`src/rtl/clock_div_prog.sv`:
```
// Programmable clock divider with a runtime-programmable period and high-phase length.
// A new setting waits in a shadow register until the next period boundary, or applies at once while counting is stopped.
module clock_div_prog #(
  parameter int WIDTH     = 28,
  parameter int RESET_DIV = 50000000
) (
  input  logic             clock_in,
  input  logic             rst_n,
  input  logic             enable,
  input  logic [WIDTH-1:0] div_in,
  input  logic [WIDTH-1:0] high_in,
  input  logic             load,
  output logic             clock_out,
  output logic             tick,
  output logic             load_ack,
  output logic             busy
);

  // state   | meaning
  // IDLE    | no setting waiting; D/H in use are the latest
  // PENDING | shadow holds a setting not yet applied to D/H
  typedef enum logic {IDLE, PENDING} state_t;

  localparam logic [WIDTH-1:0] RST_D = WIDTH'(RESET_DIV);
  localparam logic [WIDTH-1:0] RST_H = WIDTH'(RESET_DIV / 2);

  state_t           state;
  state_t           state_next;
  logic [WIDTH-1:0] cnt;
  logic [WIDTH-1:0] d_act;
  logic [WIDTH-1:0] h_act;
  logic [WIDTH-1:0] d_sh;
  logic [WIDTH-1:0] h_sh;
  logic [WIDTH-1:0] div_san;
  logic [WIDTH-1:0] high_san;
  logic             wrap;
  logic             apply;
  logic             capture;

  always_comb begin
    div_san  = (div_in < WIDTH'(2)) ? WIDTH'(2) : div_in;
    high_san = (high_in > div_san) ? div_san : high_in;
    wrap     = enable && (cnt == d_act - WIDTH'(1));
  end

  always_ff @(posedge clock_in or negedge rst_n) begin
    if (!rst_n) begin
      state <= IDLE;
    end else begin
      state <= state_next;
    end
  end

  // A load arriving on the application edge refills the shadow after the old
  // value is consumed, so it is never applied on its own capture edge.
  always_comb begin
    state_next = state;
    apply      = 1'b0;
    capture    = load;
    case (state)
      IDLE: begin
        if (load) state_next = PENDING;
      end
      PENDING: begin
        if (wrap || !enable) begin
          apply      = 1'b1;
          state_next = load ? PENDING : IDLE;
        end
      end
      default: state_next = IDLE;
    endcase
  end

  assign busy = (state == PENDING);

  always_ff @(posedge clock_in or negedge rst_n) begin
    if (!rst_n) begin
      cnt       <= '0;
      d_act     <= RST_D;
      h_act     <= RST_H;
      d_sh      <= RST_D;
      h_sh      <= RST_H;
      clock_out <= 1'b0;
      tick      <= 1'b0;
      load_ack  <= 1'b0;
    end else begin
      tick     <= wrap;
      load_ack <= apply;
      if (capture) begin
        d_sh <= div_san;
        h_sh <= high_san;
      end
      if (enable) begin
        clock_out <= (cnt < h_act);
      end
      if (apply) begin
        d_act <= d_sh;
        h_act <= h_sh;
        cnt   <= '0;
      end else if (wrap) begin
        cnt <= '0;
      end else if (enable) begin
        cnt <= cnt + WIDTH'(1);
      end
    end
  end

endmodule

```
`config.mk`:
```
export PLATFORM = sky130hd
export DESIGN_NAME = clock_div_prog
export DESIGN_NICKNAME = d
export VERILOG_FILES = /design/src/rtl/clock_div_prog.sv
export SDC_FILE = /design/constraint.sdc
export NUM_CORES = 1
export LEC_CHECK = 0
export BUFFER_PORTS_ARGS = -buffer_cell sky130_fd_sc_hd__buf_2
export CAP_MARGIN = 0
export CORE_MARGIN = 2
export CORE_UTILIZATION = 55
export DETAILED_ROUTE_END_ITERATION = 8
export PLACE_DENSITY = 0.77
export SYNTH_ARGS = -nofsm -noshare
export SYNTH_HDL_FRONTEND = slang
export SYNTH_SLANG_ARGS = --single-unit
```
`constraint.sdc`:
```
create_clock -name clock_in -period 4.55 [get_ports clock_in]
set_input_delay 0.2275 -clock clock_in [delete_from_list [all_inputs] [get_ports clock_in]]
set_output_delay 0.2275 -clock clock_in [all_outputs]
set_load 0.05 [all_outputs]
```
; After elaboration in Yosys (flattened, before gate mapping)
; Cells that the tools add are included.
[totals]
inputBits = 60
wordCells = 30
out_inout_bits = 4
register_bits = 144
[classes]
add_sub_neg = 2
bitwise_logic = 1
n_lt_le_gt_ge = 3
muxes = 10
n_eq_ne = 1
reduce_logical = 4
[op_table]
columns = cell, count
row1 = $mux 28, 5
row2 = $add 28x1->28 const B, 1
row3 = $eq 28x28->1, 1
row4 = $gt 28x28->1, 1
row5 = $lt 28x2->1 const B, 1
row6 = $lt 28x28->1, 1
row7 = $sub 28x1->28 const B, 1
row8 = $mux 1, 4
row9 = $reduce_bool 3->1, 1
row10 = $pmux 1 s2, 1
row11 = $logic_and 1x1->1, 1
row12 = $logic_not 1->1, 1
row13 = $logic_or 1x1->1, 1
row14 = $not 1->1, 1

; Depth between registers and ports, before layout
; Gate-level depths: netlist of run 1.
[depth]
word_depth = 7
depth_mapped = 14

; Worst setup path before layout of run 1
; Ideal clock, no wire load.
[synth_path]
path_type = register -> register
from = register d_act[0]
to = register d_act[0]
slack_ps = 1356
setup_ps = 104
n_path_buf = 3
stages_incl_launch_ff = 13
arrival_time_ps = 3090
cell_sequence = dfrtp_1 inv_1 ha_1 clkbuf_1 nor2b_1 nand4_2 a2111oi_2 o22ai_1 or4_4 buf_6 buf_6 or4_1 o311ai_1
[synth_via]
elab_chain_cells = 6
[synth_lines]
columns = item, line_no
row1 = "start, declared", 30  ; logic [WIDTH-1:0] d_act;
row2 = "start signal, assigned", 97  ; d_act <= d_sh;
row3 = $sub 28x1->28, 43  ; wrap = enable && (cnt == d_act - WIDTH'(1));
row4 = $eq 28x28->1, 43
row5 = $logic_and 1x1->1, 43
row6 = $logic_or 1x1->1, 65  ; if (wrap || !enable) begin
row7 = $mux 1, 65
row8 = $mux 1, 60  ; case (state)
; No other way between the ends.
; A chain may end at the register's enable or synchronous reset.

; Worst setup path in the final report of run 1
[layout_path]
from = register d_act[2]
to = register d_act[0]
; The elaborated chain is that of the path after synthesis.

==> results of run 1 <==
-- path summary, 6_finish.rpt --
| kind | slack (ps) | endpoint | start | cells past startpoint |
|---|---|---|---|---|
| max | 670 | d_act[0]$_DFFE_PN0P_ | d_act[2]$_DFFE_PN0P_ | 8 |
| min | 40 | h_sh[12]$_DFFE_PN1P_ | high_in[12] | 3 |
| max reg2reg | 670 | d_act[0]$_DFFE_PN0P_ | d_act[2]$_DFFE_PN0P_ | 8 |
| min reg2reg | 500 | h_sh[20]$_DFFE_PN1P_ | h_sh[20]$_DFFE_PN1P_ | 2 |
| max in group asynchronous | 2910 | d_act[19]$_DFFE_PN1P_ | rst_n | 3 |
| min in group asynchronous | 410 | cnt[21]$_DFFE_PN0P_ | rst_n | 2 |
-- per-stage QoR --
step	util, %	total power (W)
finish	60.9	0.00368
floorplan	-	0.00206
CTS	60.9	0.00368
global placement	57.8	0.00227
detailed placement	57.8	0.00231
global route	60.9	0.00384
-- critical path, delay by kind of cell, from the launching register on --
kind	cells	cell delay, ps
buf+inv	1	240
flops	1	500
simple gates	4	2100
compound gates	3	850
-- registers in the layout, indices dropped and copies added, names as in the netlist --
signal	count
cnt	28
d_act	28
d_sh	28
h_act	28
h_sh	28
busy	1
clock_out	1
load_ack	1
tick	1
-- report_power, final --
| group | internal (W) | switching, W |
|---|---|---|
| clock | 0.000728 | 0.000648 |
| sequential | 0.00145 | 0.000165 |
| combinational | 0.000276 | 0.000411 |
-- layout by cell type, fill, tap and decap left out, drive strengths merged, types with 26 or more instances in the layout --
master,n
nand2,136
inv,100
dfrtp,96
o21ai,91
a31oi,83
buf,80
or4,61
ha,57
nor2,56
o311ai,55
nand3,48
dfstp,48
nor3,38
xnor2,34
mux2,27
xor2,26
-- layer usage --
| layer | track usage, % | vias to the layer above |
|---|---|---|
| met5 | 0 | - |
| met4 | 12.3 | 0 |
| met2 | 46.4 | 508 |
| met3 | 5.03 | 80 |
| met1 | 44.4 | 4706 |
| li1 | - | 4547 |
-- layout make-up --
class | instances | area share (%)
Sequential cell | 144 | 32.4
Timing Repair Buffer | 81 | 4.28
Tap cell | 234 | 2.59
Clock inverter | 15 | 1.26
Inverter | 90 | 2.98
Multi-Input combinational cell | 892 | 52.8
Clock buffer | 17 | 3.76
-- timing repair --
item / 4_1_cts / 5_1_grt
gates resized for setup: 0 / 0
setup endpoints to repair: 0 / 0
hold buffers: 1 / 0
endpoints found under the hold margin: 67 / 0
-- logic make-up after synthesis --
| group | count (synthesis) | share of synthesized area, % |
|---|---|---|
| flip-flops | 144 | 35.3 |
| XOR/XNOR | 60 | 5.07 |
| AND/OR/NAND/NOR | 429 | 22.0 |
| adder cells (fa/ha/maj) | 57 | 6.88 |
| buffers and inverters | 184 | 7.30 |
| multiplexers | 27 | 2.93 |
| AO/OA/AOI/OAI | 319 | 20.5 |
==> flow_metrics.env, run 1 <==
export IMPL_cp_slowest_stage_delay_ps=730
export IMPL_cp_max_fo=56
export IMPL_post_cts_buffers=0
export IMPL_wl_met3_mm=2.39
export IMPL_area_growth_pct=9.17
export IMPL_htreeDepth=4
export IMPL_antenna_cells=0
export IMPL_synth_most_common_cell="nand2_1"
export IMPL_clock_latency_ps=440
export IMPL_synth_ff_type="dfrtp_1"
export IMPL_m1WireLength_mm=13.1
export IMPL_ir_worst_vdd_v=0.000279
export IMPL_postLayoutCellArea_sq_um=11300
export IMPL_synthTopCellsByArea="dfrtp_1 (23%), dfstp_2 (12%), ha_1 (6.9%), a31oi_1 (5.0%), nand2_1 (4.9%)"
export IMPL_rsz0062_at_grt="no"
export IMPL_die_h_microns=141
export IMPL_slowest_stage="or4_4"
export IMPL_regArea_sq_um=3660
export IMPL_cts_root_buf="clkbuf_16"
export IMPL_clk_path_buf_depth=2
export IMPL_setup_viol=0
export IMPL_core_area_sq_um=18600
export IMPL_relSlewSlack_pct=28.6
export IMPL_place_congestion=0.928
export IMPL_drc=0
export IMPL_wl_met2_mm=13.5
export IMPL_crit_path_start_kind="register"
export IMPL_outcome="complete, no violations"
export IMPL_hold_violations=0
export IMPL_hold_path_class="in -> reg"
export IMPL_synth_top_area_share_pct=23.2
export IMPL_ioPinCount=64
export IMPL_drtIter0Drc=1208
export IMPL_dieArea_sq_um=20000
export IMPL_min_period_ps=3880
export IMPL_p_per_area_nw_per_um2=325
export IMPL_multi_input_comb_area_sq_um=5970
export IMPL_start_util_pct=55.8
export IMPL_path_cells="nor4_4 > nand4_2 > a2111oi_1 > o22ai_1 > or4_4 > nor2_4 > buf_12 > o311ai_1"
export IMPL_fmax_mhz=258
export IMPL_yosys_top_cells_count="nand2_1 (136), dfrtp_1 (96), inv_1 (90), o21ai_0 (90), a31oi_1 (83)"
export IMPL_worstPathArrival_ps=4160
export IMPL_synth_top_area_cell="dfrtp_1"
export IMPL_grt_total_usage_pct=30.8
export IMPL_cts_buffers=17
export IMPL_tightest_slew_ps=1070
export IMPL_synth_edff_count=0
export IMPL_hold_ws_ps=44.6
export IMPL_async_flop_share_pct=100
export IMPL_row_count=50
export IMPL_routed_via_density=6.68
export IMPL_synth_cells=1220
export IMPL_critPathKind="reg -> reg"
export IMPL_fin_cells=1473
export IMPL_fillCellCount=1572
export IMPL_path_clk_slew_ps=70
export IMPL_overflow=0
export IMPL_cts_tree="yes"
export IMPL_leakagePower_nw=4.96
export IMPL_crit_required_ps=4830
export IMPL_fin_tns_setup_ps=0
export IMPL_drv_slew=0
export IMPL_dr_max_layer_used="met4"
export IMPL_placed_cells=1440
export IMPL_finalClockSkew_ps=10.4
export IMPL_maxCapViolations=0
export IMPL_fp_dieW_microns=141
export IMPL_yosysUniqueCellTypes=63
export IMPL_layout_setup_ws_ps=669
export IMPL_antenna_found_initial=0
export IMPL_routed_wl_mm=30.1
export IMPL_placed_area_sq_um=10700
export IMPL_min_period_over_period_pct=85.3
export IMPL_end_kind="register"
export IMPL_post_synth_instance_area_sq_um=10400
export IMPL_clock_sinks=144
export IMPL_synth_seq_cells=144
export IMPL_hpwlAfterDp_mm=20.6
export IMPL_place_port_buffers=63
export IMPL_final_nets=1343
export IMPL_grt_max_degree=117
export IMPL_wl_per_cell_microns=20.5
export IMPL_yosys_warnings=0
export IMPL_grt_pass1_wl_mm=48.8
export IMPL_seq_area_frac_synth_pct=35.3
export IMPL_synth_fp_nets=1337
export IMPL_vias=9841
export IMPL_ant_nets=0
export IMPL_place_worst_setup_slack_ps=787
export IMPL_first_pass_iters=6
export IMPL_drive_gt1_share_pct=17.0
export IMPL_post_synth_cell_area_avg_sq_um=8.50
export IMPL_grt_pass1_vias=9093
No activity file was read; power rests on OpenSTA's default activity.
==> run 2: changes to the inputs <==
Settings changed: CORE_UTILIZATION 55 to 35, CTS_BUF_LIST from default to sky130_fd_sc_hd__clkbuf_4 sky130_fd_sc_hd__clkbuf_8 sky130_fd_sc_hd__clkbuf_16, PLACE_DENSITY 0.77 to 0.55.
Clock period 4.55 ns to 3.6 ns, I/O delays scaled along.
==> run 2 against run 1 <==
Sequential share of layout area fell by 1.4 points; wire length up 12%; die area is 55% higher; core utilization down 21 points; clock skew up 4.0 ps; register-to-register slack got worse by 460 ps; non-clock buffer count is 27 higher; final area grew 4.6%; critical path depth grew 1; sequential cell count unchanged; largest cell class unchanged.
==> flow_metrics.env, run 2 (synthesized netlist as in run 1, its figures left out) <==
export IMPL_drive_gt1_share_pct=18.1
export IMPL_drtIter0Drc=890
export IMPL_ioPinCount=64
export IMPL_fp_dieW_microns=176
export IMPL_row_count=63
export IMPL_fillCellCount=2962
export IMPL_drc=0
export IMPL_hold_violations=0
export IMPL_drv_slew=0
export IMPL_antenna_found_initial=0
export IMPL_grt_total_usage_pct=22.0
export IMPL_mostFrequentLayoutCell="nand2_1"
export IMPL_min_period_ps=3390
export IMPL_cts_buffers=17
export IMPL_routed_via_density=5.89
export IMPL_grt_pass1_vias=9089
export IMPL_maxCapViolations=0
export IMPL_hpwlAfterDp_mm=23.1
export IMPL_area_growth_pct=14.2
export IMPL_hold_path_class="in -> reg"
export IMPL_wl_per_cell_microns=20.5
export IMPL_cp_max_fo=56
export IMPL_fmax_mhz=295
export IMPL_start_util_pct=35.3
export IMPL_layout_common_cells="nand2_1 (136), dfrtp_1 (95), o21ai_0 (90)"
export IMPL_finalClockSkew_ps=14.3
export IMPL_routed_wl_mm=33.9
export IMPL_first_pass_iters=5
export IMPL_cts_tree="yes"
export IMPL_relSlewSlack_pct=43.2
export IMPL_dieArea_sq_um=31000
export IMPL_tightest_slew_ps=851
export IMPL_worstPathArrival_ps=3720
export IMPL_p_per_area_nw_per_um2=399
export IMPL_htreeDepth=4
export IMPL_clk_path_buf_depth=2
export IMPL_outcome="complete, no violations"
export IMPL_cts_root_buf="clkbuf_16"
export IMPL_fin_tns_setup_ps=0
export IMPL_crit_required_ps=3930
export IMPL_place_port_buffers=63
export IMPL_postLayoutCellArea_sq_um=11800
export IMPL_post_cts_buffers=0
export IMPL_placed_area_sq_um=11100
export IMPL_vias=9753
export IMPL_setup_viol=0
export IMPL_grt_max_degree=110
export IMPL_die_h_microns=176
export IMPL_overflow=0
export IMPL_path_clk_slew_ps=70
export IMPL_min_period_over_period_pct=94.1
export IMPL_clock_sinks=144
export IMPL_grt_pass1_wl_mm=52.9
export IMPL_core_area_sq_um=29400
export IMPL_end_kind="register"
export IMPL_antenna_cells=0
export IMPL_ant_nets=0
export IMPL_ir_worst_vdd_v=0.000245
export IMPL_final_nets=1370
export IMPL_rsz0062_at_grt="no"
export IMPL_crit_path_start_kind="register"
export IMPL_critPathKind="reg -> reg"
export IMPL_clock_latency_ps=440
export IMPL_place_congestion=0.867
export IMPL_leakagePower_nw=5.12
## run 2: path summary, 6_finish.rpt
path	start	end	slack, ps	depth (start not counted)
max	d_act[2]$_DFFE_PN0P_	d_act[24]$_DFFE_PN0P_	210	9
min	high_in[22]	h_sh[22]$_DFFE_PN1P_	9	3
max reg2reg	d_act[2]$_DFFE_PN0P_	d_act[24]$_DFFE_PN0P_	210	9
min reg2reg	h_sh[6]$_DFFE_PN1P_	h_sh[6]$_DFFE_PN1P_	500	2
max in group asynchronous	rst_n	h_sh[6]$_DFFE_PN1P_	2410	3
min in group asynchronous	rst_n	cnt[3]$_DFFE_PN0P_	350	2
## run 2: timing repair
item	CTS	global route
resized for setup	0	1
endpoints found under the setup margin	0	14
hold buffers	10	0
endpoints found under the hold margin	54	0
## run 2: stage by stage
step	total power, W	util [%]	setup WS (ps)	hold WS, ps	std cells
floorplan	0.00261	-	406	-116	1220
global placement	0.00293	37.9	311	298	1614
detailed placement	0.00295	37.9	257	290	1614
CTS	0.00475	40.2	247	6.41	1656
global route	0.00497	40.3	27.5	17.7	1656
finish	0.00473	40.3	212	8.66	1656
## run 2: critical path: stages, from the launching register on
cell and delay, ps:
dfrtp_1 410, buf_4 170, or4_4 560, nor4_2 280, a21oi_1 120, or3_1 330, or4_4 500, buf_12 190
or4_1 540, o311ai_1 100
## run 2: where the power goes
part	switching (W)	internal, W	total (W)
combinational	0.000520	0.000365	0.000885
clock	0.000849	0.000940	0.00179
sequential	0.000219	0.00184	0.00205
total	0.00159	0.00314	0.00473
## run 2: final cells by class
type                            count  area (sq um)  area share [%]
Inverter                           90           338            2.85
Tap cell                          390           488            4.12
Timing Repair Buffer              108           772            6.52
Clock buffer                       18           439            3.71
Clock inverter                     14           143            1.20
Sequential cell                   144          3670            31.0
Multi-Input combinational cell    892          5990            50.6
## run 2: metal layers
metal / global-route usage [%] / up-vias / wire length (microns)
li1: - / 4589 / -
met1: 32.8 / 4774 / 15900
met2: 33.3 / 343 / 15500
met3: 2.95 / 47 / 1930
met4: 5.82 / 0 / 570
met5: 0 / - / 0
==> run 3: changes to the inputs <==
Settings changed: BUFFER_PORTS_ARGS -buffer_cell sky130_fd_sc_hd__buf_2 to -buffer_cell sky130_fd_sc_hd__buf_4.
==> run 3 against run 2 <==
Fmax grew 0.97%; register-to-register slack gained 30 ps; die area is the same; non-clock buffer count grew 4.
==> flow_metrics.env, run 3 (synthesized netlist as in run 1, its figures left out) <==
export IMPL_place_port_buffers=63
export IMPL_fp_dieW_microns=176
export IMPL_p_per_area_nw_per_um2=399
export IMPL_min_to="h_sh[18]$_DFFE_PN1P_"
export IMPL_ioPinCount=64
export IMPL_leakagePower_nw=5.19
export IMPL_htreeDepth=4
export IMPL_relSlewSlack_pct=25.5
export IMPL_rsz0062_at_grt="no"
export IMPL_grt_pass1_vias=8906
export IMPL_r2r_setup_slack_ps=240
export IMPL_tightest_slew_ps=1090
export IMPL_path_clk_slew_ps=70
export IMPL_outcome="complete, no violations"
export IMPL_critPathKind="reg -> reg"
export IMPL_antenna_cells=0
export IMPL_hold_start="high_in[18]"
export IMPL_end_kind="register"
export IMPL_hpwlAfterDp_mm=22.8
export IMPL_ir_worst_vdd_v=0.000295
export IMPL_fmax_mhz=298
export IMPL_first_pass_iters=5
export IMPL_hold_path_class="in -> reg"
export IMPL_grt_pass1_wl_mm=52.8
export IMPL_antenna_found_initial=0
export IMPL_overflow=0
export IMPL_wl_per_cell_microns=20.0
export IMPL_cp_max_fo=56
export IMPL_clock_sinks=144
export IMPL_clk_path_buf_depth=2
export IMPL_fin_tns_setup_ps=0
export IMPL_reg2reg_from="d_act[2]$_DFFE_PN0P_"
export IMPL_routed_via_density=5.86
export IMPL_hold_violations=0
export IMPL_place_worst_setup_slack_ps=284
export IMPL_setup_viol=0
export IMPL_worstPathArrival_ps=3690
export IMPL_grt_max_degree=110
export IMPL_mostFrequentLayoutCell="nand2_1"
export IMPL_min_delay_path_depth=3
export IMPL_crit_path_start_kind="register"
export IMPL_hold_ws_ps=9.32
export IMPL_finalClockSkew_ps=16.8
export IMPL_drc=0
export IMPL_core_area_sq_um=29400
export IMPL_ctsHoldBuffers=14
export IMPL_vias=9732
export IMPL_drive_gt1_share_pct=18.0
export IMPL_row_count=63
export IMPL_die_h_microns=176
export IMPL_start_util_pct=35.3
export IMPL_drv_slew=0
export IMPL_r2r_end="h_act[0]$_DFFE_PN0P_"
export IMPL_layout_setup_ws_ps=245
export IMPL_routed_wl_mm=33.3
export IMPL_post_cts_buffers=0
export IMPL_final_nets=1374
export IMPL_crit_required_ps=3940
export IMPL_clock_latency_ps=450
export IMPL_drtIter0Drc=784
export IMPL_min_period_ps=3360
export IMPL_area_growth_pct=16.1
export IMPL_dieArea_sq_um=31000
export IMPL_cts_tree="yes"
export IMPL_place_congestion=0.851
export IMPL_grt_total_usage_pct=21.8
export IMPL_reg2reg_depth=9
export IMPL_cts_root_buf="clkbuf_16"
export IMPL_layout_common_cells="nand2_1 (136), dfrtp_1 (95), o21ai_0 (90), buf_4 (90), inv_1 (89)"
export IMPL_cts_resized=0
export IMPL_maxCapViolations=0
export IMPL_min_period_over_period_pct=93.2
export IMPL_cts_buffers=17
export IMPL_ant_nets=0
==> run 3: changes by cell type in the layout (fill, tap and decap cells not counted), moves of 2 or more <==
cell / previous run / this run
dlygate4sd3_1: 10 / 14
buf_2: 62 / 0
buf_4: 28 / 90
inv_8: 4 / 6
==> run 3: critical path: stages, from the launching register on <==
cell and delay, ps:
dfrtp_1 400, buf_4 170, or4_4 560, nor4_2 280, a21oi_1 110, or3_1 340, or4_4 500, buf_12 190
or4_1 540, o311ai_1 100
==> run 3: through the flow <==
stage	power [W]	cell area (sq um)	util [%]	std cells
floorplan	0.00261	10400	-	1220
global placement	0.00294	11300	38.4	1614
detailed placement	0.00297	11300	38.4	1614
CTS	0.00483	12000	40.9	1660
global route	0.00504	12000	40.9	1660
finish	0.00480	12000	40.9	1660
==> run 3: layout make-up <==
class	count	area, sq um
Clock buffer	17	425
Clock inverter	15	169
Fill cell	2974	17400
Inverter	90	338
Multi-Input combinational cell	892	5980
Sequential cell	144	3670
Tap cell	390	488
Timing Repair Buffer	112	967
==> run 3: worst max path at each step <==
stage                     cells past startpoint                 start               endpoint
after global placement                        9  d_act[2]$_DFFE_PN0P_  h_act[11]$_DFFE_PN1P_
after floorplan                              12  d_act[0]$_DFFE_PN0P_   d_act[0]$_DFFE_PN0P_
after CTS                                     9  d_act[2]$_DFFE_PN0P_  d_act[15]$_DFFE_PN1P_
after global routing                         11  d_act[0]$_DFFE_PN0P_  h_act[10]$_DFFE_PN0P_
after detailed placement                      9  d_act[2]$_DFFE_PN0P_  d_act[15]$_DFFE_PN1P_
final                                         9  d_act[2]$_DFFE_PN0P_   h_act[0]$_DFFE_PN0P_
==> run 3: where the power goes <==
part | leakage (nW) | internal (W) | switching (W)
combinational | 3.27 | 0.000384 | 0.000533
clock | 0.290 | 0.000992 | 0.000856
sequential | 1.64 | 0.00184 | 0.000204
==> run 3: routing by layer <==
| metal | routed length [microns] | GRT usage (%) | part of all wire (%) |
|---|---|---|---|
| met2 | 15100 | 32.3 | 45 |
| met3 | 1680 | 2.61 | 5.0 |
| met4 | 515 | 5.44 | 1.5 |
| met1 | 16000 | 33.4 | 48 |
| met5 | 0 | 0 | 0 |
